===== src/rtl/queue_wr_arbiter.sv =====
// queue_wr_arbiter
//   Shares the single write port of one ram_queue among NUM_REQ producers.
//   Arbitration is round-robin. When MAX_BURST > 1, the producer that wins a
//   beat keeps the grant for up to MAX_BURST beats. Queue-full backpressure is
//   honoured. The arbiter also keeps an occupancy count from the write and
//   read handshakes, because the queue itself only exports full and empty.
//
//   Ports
//     clk, reset_n   clock; synchronous active-low reset
//     req_valid_i    per-producer valid
//     req_data_i     per-producer data, producer i at [i*DATA_WIDTH +: DATA_WIDTH]
//     req_ready_o    one-hot accept (transfer = valid & ready)
//     q_wvalid_o     to queue wvalid_i
//     q_wdata_o      to queue wdata_i
//     q_full_i       from queue full_o
//     q_empty_i      from queue empty_o
//     q_rready_i     copy of the consumer's queue rready_i
//     grant_o        one-hot current grant, 0 when nothing is requesting
//     count_o        entries held in the queue, saturating in [0, 2**LOG2_SIZE]
module queue_wr_arbiter #(
    parameter int NUM_REQ    = 4,
    parameter int DATA_WIDTH = 4,
    parameter int LOG2_SIZE  = 2,
    parameter int MAX_BURST  = 2
) (
    input  logic                          clk,
    input  logic                          reset_n,
    input  logic [NUM_REQ-1:0]            req_valid_i,
    input  logic [NUM_REQ*DATA_WIDTH-1:0] req_data_i,
    output logic [NUM_REQ-1:0]            req_ready_o,
    output logic                          q_wvalid_o,
    output logic [DATA_WIDTH-1:0]         q_wdata_o,
    input  logic                          q_full_i,
    input  logic                          q_empty_i,
    input  logic                          q_rready_i,
    output logic [NUM_REQ-1:0]            grant_o,
    output logic [LOG2_SIZE:0]            count_o
);
    localparam int PTR_W  = (NUM_REQ > 1) ? $clog2(NUM_REQ) : 1;
    localparam int BCNT_W = $clog2(MAX_BURST + 1);
    localparam logic [LOG2_SIZE:0] CNT_MAX = (LOG2_SIZE + 1)'(2 ** LOG2_SIZE);

    typedef enum logic {IDLE, BURST} state_t;

    state_t             state, state_n;
    logic [PTR_W-1:0]   owner, owner_n;
    logic [PTR_W-1:0]   rr_ptr, rr_ptr_n;
    logic [BCNT_W-1:0]  beat_cnt, beat_cnt_n;
    logic [LOG2_SIZE:0] count_n;

    logic               locked;
    logic [PTR_W-1:0]   base, cand, rr_idx, gnt_idx, gnt_next;
    logic               rr_hit, gnt_any, wr, rd;

    // The lock only holds while the owner keeps asserting valid. Once the
    // owner drops, the same cycle is arbitrated normally, so no bubble is
    // inserted. rr_ptr already points past the owner (set at burst entry).
    // While reset is asserted, arbitration behaves as if rr_ptr were 0 and
    // no burst were in progress.
    assign locked = reset_n && (state == BURST) && req_valid_i[owner];
    assign base   = reset_n ? rr_ptr : '0;

    always_comb begin
        rr_hit = 1'b0;
        rr_idx = '0;
        cand   = '0;
        for (int i = 0; i < NUM_REQ; i++) begin
            cand = PTR_W'((int'(base) + i) % NUM_REQ);
            if (!rr_hit && req_valid_i[cand]) begin
                rr_hit = 1'b1;
                rr_idx = cand;
            end
        end
    end

    assign gnt_any  = locked | rr_hit;
    assign gnt_idx  = locked ? owner : rr_idx;
    assign gnt_next = (gnt_idx == PTR_W'(NUM_REQ - 1)) ? '0 : gnt_idx + 1'b1;

    // Output process
    always_comb begin
        grant_o     = gnt_any ? (NUM_REQ'(1) << gnt_idx) : '0;
        q_wvalid_o  = |(grant_o & req_valid_i) & ~q_full_i;
        req_ready_o = grant_o & {NUM_REQ{~q_full_i}};
        q_wdata_o   = gnt_any ? req_data_i[int'(gnt_idx)*DATA_WIDTH +: DATA_WIDTH] : '0;
    end

    assign wr = q_wvalid_o;
    assign rd = q_rready_i & ~q_empty_i;

    // Next-state process. A full stall produces no wr, so nothing advances.
    always_comb begin
        state_n    = state;
        owner_n    = owner;
        beat_cnt_n = beat_cnt;
        rr_ptr_n   = rr_ptr;
        if (locked) begin
            if (wr) begin
                beat_cnt_n = beat_cnt + 1'b1;
                if (beat_cnt_n == BCNT_W'(MAX_BURST))
                    state_n = IDLE;
            end
        end else begin
            state_n = IDLE;
            if (wr) begin
                rr_ptr_n = gnt_next;
                if (MAX_BURST > 1) begin
                    state_n    = BURST;
                    owner_n    = gnt_idx;
                    beat_cnt_n = BCNT_W'(1);
                end
            end
        end

        count_n = count_o;
        if (wr && !rd && count_o != CNT_MAX)
            count_n = count_o + 1'b1;
        else if (rd && !wr && count_o != '0)
            count_n = count_o - 1'b1;
    end

    // State register
    always_ff @(posedge clk) begin
        if (!reset_n) begin
            state    <= IDLE;
            owner    <= '0;
            rr_ptr   <= '0;
            beat_cnt <= '0;
            count_o  <= '0;
        end else begin
            state    <= state_n;
            owner    <= owner_n;
            rr_ptr   <= rr_ptr_n;
            beat_cnt <= beat_cnt_n;
            count_o  <= count_n;
        end
    end

endmodule


===== config.mk =====
export PLATFORM = sky130hd
export DESIGN_NAME = queue_wr_arbiter
export DESIGN_NICKNAME = d
export VERILOG_FILES = /design/src/rtl/queue_wr_arbiter.sv
export SDC_FILE = /design/constraint.sdc
export NUM_CORES = 1
export LEC_CHECK = 0
export ABC_AREA = 0
export BUFFER_PORTS_ARGS = -buffer_cell sky130_fd_sc_hd__buf_2
export CORE_ASPECT_RATIO = 0.75
export CORE_UTILIZATION = 44
export DETAILED_ROUTE_END_ITERATION = 10
export PLACE_DENSITY_LB_ADDON = 0.15
export SLEW_MARGIN = 10
export SYNTH_ARGS = -nofsm -noshare
export SYNTH_HDL_FRONTEND = slang
export SYNTH_SLANG_ARGS = --single-unit

===== constraint.sdc =====
create_clock -name clk -period 3.4 [get_ports clk]
set_input_delay 0.17 -clock clk [delete_from_list [all_inputs] [get_ports clk]]
set_output_delay 0.17 -clock clk [all_outputs]
set_load 0.01 [all_outputs]

==> metrics <==
fin crit share=between 90% and 100%; clock period minus worst slack=3.22 ns; # clock sinks=10; synthesized netlist net count=167; Cells after DPL=approximately 210; final wirelength=2810 um; P_leak=0.658 nW; Die Height=between 40 and 50 um; maximum vdd drop=approximately 240 uV; number of H-tree levels=1; WHS Path Cells=2; cells on worst reg2reg path=13; Final Util=58.7%; Crit. End Element=flip-flop; Syn. warnings=0; library cells used by synthesis=53; post-synth top area cell=dfxtp_1; Worst-Margin Slew=approximately 0.40 ns; clk buf depth=2; Synth Flop Type=dfxtp_1; Worst-path clk slew=0.07 ns; pwr/cell area=430 nW/um^2; Max Clock Skew=0.00212 ns; reg-to-reg slack, setup=0.18 ns; largest net degree at the start of global routing=23; max incr delay on CP=roughly 0.46 ns; commonest non-fill, non-tap cell in the layout=buf_2; Worst Path Buf+Inv=1; core area=2350 sq um; vias in the first global route=973; antenna diode count=0; CP max-delay cell=mux4_2; Hold Path Sink=owner[1]; most frequent cells in the layout=buf_2 (40), nand2_1 (12), nor2_1 (11); Top Layer Used=met4; GRT Total Usage=20.2%; Rel. slew slack=72.9%; # IOs=41; CTS tree=yes; Reg-to-Reg Start=rr_ptr[1]; synthesized cell area=1110 sq um; Avg Cell Area, Syn=7.99 sq um; WL met1=1300 um; final setup vio count=0; Die Footprint=between 2000 and 3000 sq um; # port buffers=40; ANT nets after route=0; via count=1198; total grt overflow=0; Area Overhead vs Synth=23.9%; RR Endpoint=count_o[2]; Final Max Slew Viols=0; CP Data Required Time=about 3.6 ns; WL/cell=13.3 um; Max-Cap Viols=0; FF+latch count, synth=10; post-synthesis sequential area ratio=18.0%; number of synthesized flops with an enable pin=0; CTS buffer count=3; initial drt markers=40; HPWL after DPL=2090 um; via density per instance=between 5 and 6; share of cells above drive strength 1=38.2%; Root Buffer=clkbuf_4; share of the synthesized area in the top cell type=18.0%; cells after synthesis=139; dominant cells by area after synthesis=dfxtp_1 (18%), mux2i_1 (9.0%), a211oi_1 (6.1%); Worst Hold Class=in2reg; Die Wd=around 60 um; fmax=311 MHz; # DRC=0; WL met3=between 150 and 200 um; drt first pass iters=4; NumNets Final=207; status=finished clean; Hold Fails Final Rpt=0; global-route wire length before repair=4110 um; initial antenna violation count=0; asr flop ratio synth=0%; RePlAce Congestion=0.826; Rows=15; WL met2=between 1000 and 1500 um; crit path kind=reg2reg; CP arrival=3.42 ns; crit-path cells=or2_0 > o32a_1 > o221ai_2 > o21ai_2 > inv_1 > ha_1 > and2_1 > o31a_4 > nand2_1 > fa_2 > or3_1 > mux4_2 > nor2_1; delay-heaviest family, CP=simple AND/OR/NAND/NOR gates; hold_sp=reset_n; Starting Density=between 40% and 50%; Startpoint Class=flip-flop; fin cells=212; clock latency on the worst-skew pair=0.26 ns; CTS Hold Buffers Added=0; highest net fanout along the worst path=12; total chip power=0.000591 W
sequential cells by signal (all words and copies together), names as in the netlist:
register and count:
state 1, count_o 3, rr_ptr 2, owner 2, beat_cnt 2
Yosys cell counts (all sizes together) (2+ instances only):
master	count
nand2	12
nor2	12
dfxtp	10
mux2i	10
a211oi	9
buf	9
o21ai	8
inv	7
a21oi	6
and2	6
and3	3
nand2b	3
nor3	3
a21o	2
clkbuf	2
ha	2
nand3	2
nand3b	2
nor4	2
o221ai	2
or2	2
cells by family after synthesis:
| family | after synthesis | synth area share (%) |
|---|---|---|
| AOI/OAI and AO/OA | 42 | 30.5 |
| and+or+nand+nor | 54 | 25.7 |
| DFF | 10 | 18.0 |
| buffers and inverters | 18 | 9.69 |
| muxes | 12 | 12.0 |
| adders and majority gates | 3 | 4.05 |
layout make-up:
cell class | instances | area, sq um
flip-flops and latches | 10 | 203
repair buffers | 46 | 245
clock buffers | 4 | 36.3
multi-input cells | 111 | 823
well taps | 34 | 42.5
inverters | 7 | 26.3
fillers | 211 | 970
metrics by stage:
step	cell area, sq um	setup slack [ns]	setup TNS [ns]	hold slack (ns)
final	1380	0.181	0	0.328
after detailed placement	1320	0.115	0	0.506
after global routing	1380	-0.00453	-0.00453	0.324
after floorplan	1120	0.00439	0	0.394
after CTS	1360	0.0528	0	0.309
after global placement	1320	0.194	0	0.479
where the power goes:
group / leakage (nW) / total (W) / switching [W] / internal [W]
clock network: 0.0210 / 0.000108 / 0.0000428 / 0.0000650
logic: 0.554 / 0.000315 / 0.000163 / 0.000152
registers: 0.0833 / 0.000169 / 0.0000311 / 0.000138
worst register-to-register path, delay by kind of cell (launching register included):
family / cells / cell delay [ns]
adders and majority gates: 2 / 0.54
and+or+nand+nor: 5 / 0.95
buffers and inverters: 1 / 0.10
AOI/OAI and AO/OA: 4 / 0.71
DFF: 1 / 0.39
muxes: 1 / 0.46
how the worst max path moves through the flow:
stage	depth (start not counted)	slack (ns)	to	from
global route	13	-0.005	count_o[2]	rr_ptr[1]
detailed placement	13	0.12	count_o[2]	rr_ptr[1]
global placement	13	0.19	count_o[2]	rr_ptr[1]
floorplan	16	0.004	count_o[2]	rr_ptr[1]
CTS	13	0.05	count_o[2]	rr_ptr[1]
finish	13	0.18	count_o[2]	rr_ptr[1]
per-layer routing:
metal / vias to the layer above / track usage [%]
met2: 51 / 34.4
met4: 0 / 5.58
met5: - / 0
met3: 2 / 4.55
li1: 590 / -
met1: 555 / 25.7
timing repair:
| item | 4_1_cts | 5_1_grt |
|---|---|---|
| setup buffers | 0 | 1 |
| hold endpoints to repair | 0 | 0 |
| endpoints found under the setup margin | 0 | 1 |
| gates resized for setup | 0 | 4 |
No activity file was read; power rests on OpenSTA's default activity.
